$ cat config.mk
export PLATFORM = sky130hd
export DESIGN_NAME = pipe_ctrl
export DESIGN_NICKNAME = d
export VERILOG_FILES = /design/src/rtl/pipe_ctrl_pkg.sv /design/src/rtl/pipe_perf_cnt.sv /design/src/rtl/pipe_ctrl.sv
export SDC_FILE = /design/constraint.sdc
export NUM_CORES = 1
export LEC_CHECK = 0
export BUFFER_PORTS_ARGS = -buffer_cell sky130_fd_sc_hd__buf_2
export CORE_MARGIN = 2
export CORE_UTILIZATION = 46
export CTS_CLUSTER_DIAMETER = 80
export DETAILED_ROUTE_END_ITERATION = 8
export PLACE_DENSITY_LB_ADDON = 0.05
export RECOVER_POWER = 50
export SYNTH_ARGS = -nofsm -noshare
export SYNTH_HDL_FRONTEND = slang
export SYNTH_SLANG_ARGS = --single-unit
$ cat constraint.sdc
create_clock -name clk -period 3.3 [get_ports clk]
set_clock_uncertainty 0.2 [all_clocks]
set_input_delay 0.66 -clock clk [delete_from_list [all_inputs] [get_ports clk]]
set_output_delay 0.66 -clock clk [all_outputs]
set_load 0.05 [all_outputs]
$ cat src/rtl/pipe_ctrl_pkg.sv
// -----------------------------------------------------------------------------
// pipe_ctrl_pkg
// Shared definitions for the six-stage pipeline sequencing controller:
// per-stage stop levels, reset level, merged stall encodings, controller FSM
// states, default ERET code and exception vector, and the stall-merge helper.
// -----------------------------------------------------------------------------
package pipe_ctrl_pkg;

    // Per-stage stop levels and the reset active level.
    localparam logic STOP       = 1'b1;
    localparam logic NO_STOP    = 1'b0;
    localparam logic RST_ENABLE = 1'b1;

    // Merged stall vectors (bit0 PC ... bit5 WB). A stalled stage also stops
    // every stage in front of it. WB is never stopped.
    localparam logic [5:0] STALL_NONE = {6{NO_STOP}};
    localparam logic [5:0] STALL_IF   = 6'b000011;
    localparam logic [5:0] STALL_ID   = 6'b000111;
    localparam logic [5:0] STALL_EX   = 6'b001111;
    localparam logic [5:0] STALL_MEM  = 6'b011111;

    localparam logic [31:0] ERET_CODE_DEF  = 32'h0000_000E;
    localparam logic [31:0] EXC_VECTOR_DEF = 32'h0000_0020;

    typedef enum logic [1:0] {
        ST_RUN   = 2'd0,
        ST_FLUSH = 2'd1,
        ST_HOLD  = 2'd2
    } state_e;

    // The deepest requesting stage wins, since its stall covers all earlier ones.
    function automatic logic [5:0] merge_stall(input logic req_if, input logic req_id,
                                               input logic req_ex, input logic req_mem);
        if (req_mem)     return STALL_MEM;
        else if (req_ex) return STALL_EX;
        else if (req_id) return STALL_ID;
        else if (req_if) return STALL_IF;
        else             return STALL_NONE;
    endfunction

endpackage

$ cat src/rtl/pipe_perf_cnt.sv
// -----------------------------------------------------------------------------
// pipe_perf_cnt
// Saturating stall-cycle counter plus a stall watchdog.
// Ports:
//   clk, rst          clock, synchronous active-high reset
//   stalled           1 = this cycle is a RUN-state stalled cycle
//   clr               clears counter, consecutive count and watchdog flag
//   stall_cycles_o    saturating count of stalled cycles
//   wdog_o            sticky flag: WDOG_LIMIT consecutive stalled cycles seen
// -----------------------------------------------------------------------------
module pipe_perf_cnt
    import pipe_ctrl_pkg::*;
#(
    parameter int unsigned WDOG_LIMIT = 1024
) (
    input  logic        clk,
    input  logic        rst,
    input  logic        stalled,
    input  logic        clr,
    output logic [31:0] stall_cycles_o,
    output logic        wdog_o
);

    localparam int unsigned      CW    = $clog2(WDOG_LIMIT + 1);
    localparam logic [CW-1:0]    LIMIT = CW'(WDOG_LIMIT);

    logic [31:0]   cnt_q, cnt_d;
    logic [CW-1:0] consec_q, consec_d;
    logic          wdog_q, wdog_d;

    always_comb begin
        // NOTE: every output of this block gets a default first, so no path
        // leaves a signal unassigned and no latch is inferred.
        cnt_d    = cnt_q;
        consec_d = '0;
        wdog_d   = wdog_q;
        if (stalled) begin
            if (cnt_q != 32'hFFFF_FFFF) cnt_d = cnt_q + 32'd1;
            consec_d = (consec_q == LIMIT) ? LIMIT : consec_q + CW'(1);
        end
        if (consec_d == LIMIT) wdog_d = 1'b1;
        // Clear wins over a same-cycle increment.
        if (clr) begin
            cnt_d    = '0;
            consec_d = '0;
            wdog_d   = 1'b0;
        end
    end

    always_ff @(posedge clk) begin
        // NOTE: state flops use non-blocking assignments so every flop samples
        // the pre-edge value of its neighbours, exactly like the hardware.
        if (rst == RST_ENABLE) begin
            cnt_q    <= '0;
            consec_q <= '0;
            wdog_q   <= 1'b0;
        end else begin
            cnt_q    <= cnt_d;
            consec_q <= consec_d;
            wdog_q   <= wdog_d;
        end
    end

    assign stall_cycles_o = cnt_q;
    assign wdog_o         = wdog_q;

endmodule

$ cat src/rtl/pipe_ctrl.sv
// -----------------------------------------------------------------------------
// pipe_ctrl
// Sequencing controller for the PC/IF/ID/EX/MEM/WB pipeline: merges stall
// requests, sequences exception/ERET flushes (RUN -> FLUSH -> HOLD -> RUN),
// supplies the redirect PC and keeps stall performance counters.
// Ports:
//   clk, rst                 clock, synchronous active-high reset
//   stallreq_{if,id,ex,mem}_i per-stage stall requests
//   excepttype_i             nonzero = exception pending in MEM
//   cp0_epc_i                ERET return address
//   perf_clr_i               clears stall counter and watchdog
//   stall_o                  per-stage stop vector (bit0 PC ... bit5 WB)
//   flush_o                  clears all pipeline registers (registered)
//   new_pc_o                 redirect target, valid while flush_o=1
//   stall_cycles_o, wdog_o   performance counter and sticky watchdog
// -----------------------------------------------------------------------------
module pipe_ctrl
    import pipe_ctrl_pkg::*;
#(
    parameter logic [31:0] EXC_VECTOR  = EXC_VECTOR_DEF,
    parameter logic [31:0] ERET_CODE   = ERET_CODE_DEF,
    parameter int unsigned HOLD_CYCLES = 2,
    parameter int unsigned WDOG_LIMIT  = 1024
) (
    input  logic        clk,
    input  logic        rst,
    input  logic        stallreq_if_i,
    input  logic        stallreq_id_i,
    input  logic        stallreq_ex_i,
    input  logic        stallreq_mem_i,
    input  logic [31:0] excepttype_i,
    input  logic [31:0] cp0_epc_i,
    input  logic        perf_clr_i,
    output logic [5:0]  stall_o,
    output logic        flush_o,
    output logic [31:0] new_pc_o,
    output logic [31:0] stall_cycles_o,
    output logic        wdog_o
);

    localparam logic [3:0] HOLD_INIT = 4'(HOLD_CYCLES);

    state_e      state_q, state_d;
    logic [3:0]  hold_q, hold_d;
    logic        flush_q, flush_d;
    logic [31:0] new_pc_q, new_pc_d;
    logic        run_stalled;

    always_comb begin
        state_d  = state_q;
        hold_d   = hold_q;
        flush_d  = 1'b0;
        new_pc_d = new_pc_q;
        case (state_q)
            ST_RUN: begin
                // An exception waits while MEM itself is stalled on the data bus.
                if ((excepttype_i != 32'd0) && !stallreq_mem_i) begin
                    state_d  = ST_FLUSH;
                    flush_d  = 1'b1;
                    new_pc_d = (excepttype_i == ERET_CODE) ? cp0_epc_i : EXC_VECTOR;
                end
            end
            ST_FLUSH: begin
                state_d = ST_HOLD;
                hold_d  = HOLD_INIT;
            end
            ST_HOLD: begin
                if (hold_q <= 4'd1) begin
                    state_d = ST_RUN;
                    hold_d  = 4'd0;
                end else begin
                    hold_d = hold_q - 4'd1;
                end
            end
            default: state_d = ST_RUN;
        endcase
    end

    always_ff @(posedge clk) begin
        if (rst == RST_ENABLE) begin
            state_q  <= ST_RUN;
            hold_q   <= 4'd0;
            flush_q  <= 1'b0;
            new_pc_q <= 32'd0;
        end else begin
            state_q  <= state_d;
            hold_q   <= hold_d;
            flush_q  <= flush_d;
            new_pc_q <= new_pc_d;
        end
    end

    // Stall vector is combinational so a request stops the pipe in the same
    // cycle; it is forced quiet while reset is asserted.
    always_comb begin
        stall_o = STALL_NONE;
        if (rst != RST_ENABLE) begin
            case (state_q)
                ST_RUN:  stall_o = merge_stall(stallreq_if_i, stallreq_id_i,
                                               stallreq_ex_i, stallreq_mem_i);
                ST_HOLD: stall_o = STALL_IF;
                default: stall_o = STALL_NONE;
            endcase
        end
    end

    // Every nonzero merged encoding stops the PC, so bit0 marks a stalled cycle.
    assign run_stalled = (state_q == ST_RUN) && (stall_o[0] == STOP);

    assign flush_o  = flush_q;
    assign new_pc_o = new_pc_q;

    pipe_perf_cnt #(
        .WDOG_LIMIT (WDOG_LIMIT)
    ) u_perf (
        .clk            (clk),
        .rst            (rst),
        .stalled        (run_stalled),
        .clr            (perf_clr_i),
        .stall_cycles_o (stall_cycles_o),
        .wdog_o         (wdog_o)
    );

endmodule

==> key figures, run 1 <==
Power and ir drop
  • Power Total: 2260 µW
  • PD cells: 477 nW/µm²
  • Worst vdd ir: 0.226 mV
  • Leakage: 0.00174 µW

STA
  • Slew @ Worst Pin: 743 ps
  • Minimum clock period: 2820 ps
  • Final setup vio count: 0
  • Max-slew violations: 0
  • Max Freq: 355 MHz
  • Rel. slew slack: 50.0%
  • Final period util: 85.4%
  • RSZ-0062 raised after global routing: no
  • Total Neg Setup Slack: 0 ps
  • Final hold viol count: 0

Drt
  • Routed via count: 3843
  • DRC viols: 0
  • Initial DRC count: 158
  • Avg Vias per Cell: 5.70
  • DRT Wirelength: 10300 µm
  • Initial DRT Pass Iterations: 4
  • Final antenna-violating net count: 0
  • Routed len/inst: 15.4 µm

Die
  • DIE AREA: 9170 µm²
  • Initial Util: 47.4%
  • I/O pin count: 143
  • Floorplan row count: 33
  • Die Y: 95.8 µm
  • Die width: 95.8 µm
  • CORE AREA: 8180 µm²

Clock network
  • # clock sinks: 83
  • Hold buffer count at CTS: 0
  • Gates resized, CTS repair: 0
  • CTS Buffer Depth: 2
  • CTS tree: done
  • Clock transition at path regs: 80 ps
  • Worst-skew pair later-pin latency: 340 ps
  • Num CTS Buffers: 9
  • Root buf cell: clkbuf_8
  • H-tree Lvls: 3
  • Setup Buffers After CTS: 0

Synthesis
  • Syn Nets: 513
  • Top post-synthesis cells by area: dfxtp_1 43%, a22o_1 7.0%, nor2_1 3.7%
  • Flops & latches, synth: 83
  • Most common cell in the netlist: dfxtp_1
  • Synthesized area: 3870 µm²
  • Post-synth EDFFs: 0
  • Synth cell count leaders: 83 x dfxtp_1, 38 x nor2_1, 31 x a22o_1
  • Syn_area_per_cell: 8.94 µm²
  • Post-synth ARST share: 0%
  • Top FF cell, synth: dfxtp_1
  • Netlist cell types: 57
  • Yosys top cell area share: 42.9%
  • Yosys warns: 0
  • Syn Inst Count: 433
  • Seq/Total Area, Yosys: 42.9%
  • Area leader, netlist: dfxtp_1

Worst hold path
  • Hold path start: u_perf.consec_q[0]
  • Worst hold path class: register to register
  • Hold Crit Depth: 1
  • Hold EP: u_perf.consec_q[0]

Critical path
  • Critical path's slowest cell: o21bai_1
  • Startpoint Class: input port
  • Reg-to-reg critical path endpoint: u_perf.stall_cycles_o[26]
  • Critical Path RT: 3380 ps
  • CP max stage delay: 610 ps
  • Crit end category: register
  • Reg2Reg Setup Slack: 530 ps
  • CP Cell Sequence: clkbuf_1 > or4_1 > o21bai_1 > a31o_2 > or3_1 > mux2i_1
  • WP data arrival: 2900 ps
  • Worst r2r path cells: 7
  • CP Class: input port to register
  • Worst-path fanout max: 30
  • Setup crit start: stallreq_mem_i
  • RR Startpoint: state_q[0]

Place
  • HPWL Detailed: 7680 µm
  • GPL Wtd Cong: 0.809
  • Port-buffer cells: 141

Status
  • Status: finished, final reports clean

GRT
  • GR Layer Usage met2: 39.0%
  • Met3 Use GR: 4.54%
  • Tot GR Track Use: 22.9%
  • Met1 Resource Use GR: 29.2%
  • Top Usage Layer GRT: met2
  • Initial antenna violation count: 0
  • First-pass GRT wire length: 16700 µm
  • Vias in the first global route: 3545
  • Largest net degree at the start of global routing: 32
  • Total gr overflow: 0

Layout
  • Net count, final: 644
  • Antenna cell count: 0
  • Layout area overhead: 22.2%
  • Layout cells sized above 1: 19.0%
  • Fill cells: 797

Run
  • Max-capacitance violation count: 0
worst max-delay path: cells and delay by family:
kind,cells,cell delay (ps)
AOI/OAI and AO/OA,2,1170
buffers and inverters,1,120
muxes,1,170
and+or+nand+nor,2,760
cell type report:
cell class,count,area (µm²),share of cell area [%]
tap,105,131,2.78
timing repair buffer,144,644,13.6
sequential,83,1660,35.1
inverter,10,37.5,0.793
clock buffer,10,138,2.91
clock inverter,6,65.1,1.38
multi-input combinational,316,2050,43.4
sequential cells by signal (all words and copies together) (netlist names):
signal                 cells
flush_o                    1
hold_q                     4
new_pc_o                  32
state_q                    2
u_perf.consec_q           11
u_perf.stall_cycles_o     32
u_perf.wdog_o              1
per-layer routing:
layer,up-vias,wire (µm)
li1,1888,-
met1,1823,4500
met2,126,5170
met3,6,605
met4,0,75
met5,-,0
cells in the final DEF (no fill, tap or decap), types with 3 or more instances in the layout:
cell type  instances
dfxtp_1           83
o31ai_1           10
or3_1             20
ha_1               9
buf_4              3
o21ai_0           17
clkbuf_8          10
nand3_1           19
nor3_1            12
clkbuf_1          67
nand4_1           14
a21oi_1           27
a31oi_1            3
nor4_1            12
inv_1             10
and3_1             8
xnor2_1            5
xor2_1             7
mux2i_1            5
a22o_1            31
nand2b_1           5
nor2_1            37
nand2_1           22
or4_1              9
o41ai_1            5
and2_1             3
buf_2             74
through the flow:
stage / setup WS, ps / hold WS (ps) / utilization (%) / instances / area, µm²
4_1_cts: 614 / 284 / 59.0 / 674 / 4830
6_report: 482 / 277 / 57.9 / 674 / 4730
5_1_grt: 287 / 297 / 57.9 / 674 / 4730
2_1_floorplan: 423 / 241 / - / 433 / 3870
3_3_place_gp: 522 / 255 / 56.6 / 658 / 4620
3_5_place_dp: 477 / 260 / 56.6 / 658 / 4620
worst max path at each step:
stage | endpoint | slack, ps | cells after the start
after CTS | u_perf.stall_cycles_o[23] | 610 | 5
after global routing | u_perf.stall_cycles_o[26] | 290 | 7
after global placement | u_perf.stall_cycles_o[23] | 520 | 6
after detailed placement | u_perf.stall_cycles_o[23] | 480 | 6
after floorplan | stall_o[1] | 420 | 4
final | u_perf.stall_cycles_o[23] | 480 | 6
cell families after synthesis:
group,count (synthesis),synth area share (%)
other,1,0.0968
adder cells (fa/ha/maj),9,2.91
AO/OA/AOI/OAI,108,19.8
flip-flops,83,42.9
XOR/XNOR,12,2.71
multiplexers,5,1.29
buffers and inverters,34,3.85
AND/OR/NAND/NOR,181,26.5
power by group:
part / switching (µW) / total (µW) / internal [µW]
combinational: 320 / 467 / 147
clock: 374 / 745 / 371
sequential: 19.2 / 1040 / 1030
total: 713 / 2260 / 1540
(Power assumes the default switching activity.)
==> inputs of run 2 (changes only) <==
==> constraint.sdc (replaced) <==
create_clock -name clk -period 3.3 [get_ports clk]
set_clock_uncertainty 0.2 [all_clocks]
set_input_delay 0.33 -clock clk [delete_from_list [all_inputs] [get_ports clk]]
set_output_delay 0.33 -clock clk [all_outputs]
set_load 0.05 [all_outputs]
==> run 2 against run 1 <==
- non-clock buffer count rose by 31
- via count rose by 4.2%
- power fell by 1.1%
- sequential share of layout area fell by 2.0 points
- global-route usage rose by 1.3 points
- worst hold slack got worse by 170 ps
- final cell count rose by 4.6%
- count of clock-buffer cells in the layout did not move
- sequential power barely moved
- core utilization rose by 3.6 points
- critical path type is now register to register
- largest cell class unchanged
- largest power group unchanged
==> key figures, run 2 (synthesis gave the netlist of run 1 again) <==
Status
  • Status: finished, final reports clean

GRT
  • First-pass GRT wire length: 17600 µm (+5.5%)
  • Total gr overflow: 0 (unchanged)
  • Top Usage Layer GRT: met2
  • GR Layer Usage met2: 40.9% (+1.9 points)
  • Met3 Use GR: 5.17% (+0.63 points)
  • Tot GR Track Use: 24.2% (+1.3 points)
  • Largest net degree at the start of global routing: 32 (unchanged)
  • Met1 Resource Use GR: 29.7% (+0.41 points)
  • Vias in the first global route: 3792 (+7.0%)
  • Initial antenna violation count: 0 (unchanged)

Power and ir drop
  • Leakage: 0.00186 µW (+6.8%)
  • Worst vdd ir: 0.223 mV (-1.3%)
  • Power Total: 2230 µW (-1.1%)
  • PD cells: 444 nW/µm² (-6.8%)

Layout
  • Layout cells sized above 1: 18.0% (-0.98 points)
  • Most common cell after layout, fill and taps aside: dfxtp_1
  • Area of the multi-input gates: 2050 µm² (unchanged)
  • Most frequent cells in the layout: 83 x dfxtp_1, 75 x buf_2, 67 x clkbuf_1
  • Area occupied by registers: 1660 µm² (unchanged)
  • Layout area overhead: 29.7%
  • Fill cells: 736 (-7.7%)
  • Final non-filler cell area: 5020 µm² (+6.1%)
  • Antenna cell count: 0 (unchanged)
  • Net count, final: 675 (+4.8%)

Clock network
  • Setup Buffers After CTS: 0 (unchanged)
  • H-tree Lvls: 3 (unchanged)
  • # clock sinks: 83 (unchanged)
  • Hold buffer count at CTS: 30 (+30)
  • CTS tree: done
  • Num CTS Buffers: 9 (unchanged)
  • Clock transition at path regs: 90 ps (about the same)
  • Gates resized, CTS repair: 0 (unchanged)
  • CTS Buffer Depth: 2 (unchanged)
  • Worst-skew pair later-pin latency: 350 ps (about the same)
  • Root buf cell: clkbuf_8

Place
  • GPL Wtd Cong: 0.918 (+13%)
  • Worst slack, placed: 726 ps (+249 ps)
  • HPWL Detailed: 7430 µm (-3.2%)
  • Port-buffer cells: 141 (unchanged)
  • Placed Area: 4620 µm² (unchanged)

Drt
  • Avg Vias per Cell: 5.68 (-0.37%)
  • Final antenna-violating net count: 0 (unchanged)
  • DRC viols: 0 (unchanged)
  • Routed len/inst: 15.5 µm (+0.87%)
  • DRT Wirelength: 10900 µm (+5.5%)
  • Initial DRT Pass Iterations: 4 (unchanged)
  • Initial DRC count: 133 (-16%)
  • Routed via count: 4005 (+4.2%)

Die
  • Die width: 95.8 µm (unchanged)
  • CORE AREA: 8180 µm² (unchanged)
  • I/O pin count: 143 (unchanged)
  • DIE AREA: 9170 µm² (unchanged)
  • Die Y: 95.8 µm (unchanged)
  • Initial Util: 47.4% (unchanged)
  • Floorplan row count: 33 (unchanged)

STA
  • RSZ-0062 raised after global routing: no
  • Final setup vio count: 0 (unchanged)
  • Slew @ Worst Pin: 1390 ps (+645 ps)
  • Max Freq: 359 MHz (+1.0%)
  • Total Neg Setup Slack: 0 ps (unchanged)
  • Final period util: 84.5% (-0.85 points)
  • Minimum clock period: 2790 ps (-28.2 ps)
  • Final hold viol count: 0 (unchanged)
  • Final worst slack: 511 ps (+28.2 ps)
  • Max-slew violations: 0 (unchanged)
  • Rel. slew slack: 7.42% (-43 points)

Worst hold path
  • Worst hold path class: input port to register
  • Hold Crit Depth: 3 (+2)
  • Hold path start: cp0_epc_i[5]
  • Hold EP: new_pc_o[5]

Critical path
  • CP Class: register to register
  • RR Startpoint: state_q[0]
  • Startpoint Class: register
  • Worst r2r path cells: 7 (unchanged)
  • Reg2Reg Setup Slack: 510 ps (-20 ps)
  • WP data arrival: 2870 ps (-30 ps)
  • Critical Path RT: 3380 ps (about the same)
  • Crit end category: register
  • Reg-to-reg critical path endpoint: u_perf.stall_cycles_o[26]
  • Worst-path fanout max: 12 (-60%)

Run
  • Max-capacitance violation count: 0 (unchanged)
-- run 2: cell types whose count changed in the layout (fill, tap and decap cells not counted) --
cell / previous run / this run
buf_2: 74 / 75
buf_4: 3 / 2
bufinv_16: 1 / 0
clkinv_2: 2 / 1
dlygate4sd3_1: 0 / 31
inv_6: 0 / 2
-- run 2: how the worst max path moves through the flow --
stage,endpoint,cells after the start,from,slack [ps]
finish,u_perf.stall_cycles_o[26],7,state_q[0],510
CTS,u_perf.stall_cycles_o[26],7,state_q[0],700
detailed placement,u_perf.stall_cycles_o[26],7,state_q[0],730
global route,new_pc_o[28],7,state_q[0],280
global placement,u_perf.stall_cycles_o[26],7,state_q[0],830
floorplan,u_perf.stall_cycles_o[28],6,u_perf.stall_cycles_o[0],630
-- run 2: cell type report --
type | count | area share [%]
clock inverters | 6 | 0.947
well taps | 105 | 2.62
clock buffers | 10 | 2.74
flip-flops and latches | 83 | 33.1
repair buffers | 175 | 19.0
inverters | 10 | 0.748
multi-input cells | 316 | 40.9
-- run 2: through the flow --
step                      std cells  hold WS (ps)  util [%]
final                           705           104      61.4
after global routing            705           100      61.4
after CTS                       704          3.82      62.5
after detailed placement        658           260      56.6
after global placement          658           255      56.6
after floorplan                 433           241         -
-- run 2: critical path, cell delays in order, from the launching register on --
cell and delay [ps]:
dfxtp_1 330, inv_1 110, ha_1 340, nand2b_4 90, o21bai_1 350, a211o_1 490
or4_2 640, a21oi_1 150
-- run 2: report_power, final --
part	total, µW	internal (µW)	leakage [µW]	switching, µW
clock	688	301	0.0000933	388
sequential	1040	1030	0.000670	18.0
combinational	499	171	0.00110	328
total	2230	1500	0.00186	734
-- run 2: layer usage --
| metal | wire length (µm) | up-vias |
|---|---|---|
| li1 | - | 1949 |
| met1 | 4670 | 1888 |
| met2 | 5300 | 149 |
| met3 | 732 | 19 |
| met4 | 208 | 0 |
| met5 | 0 | - |
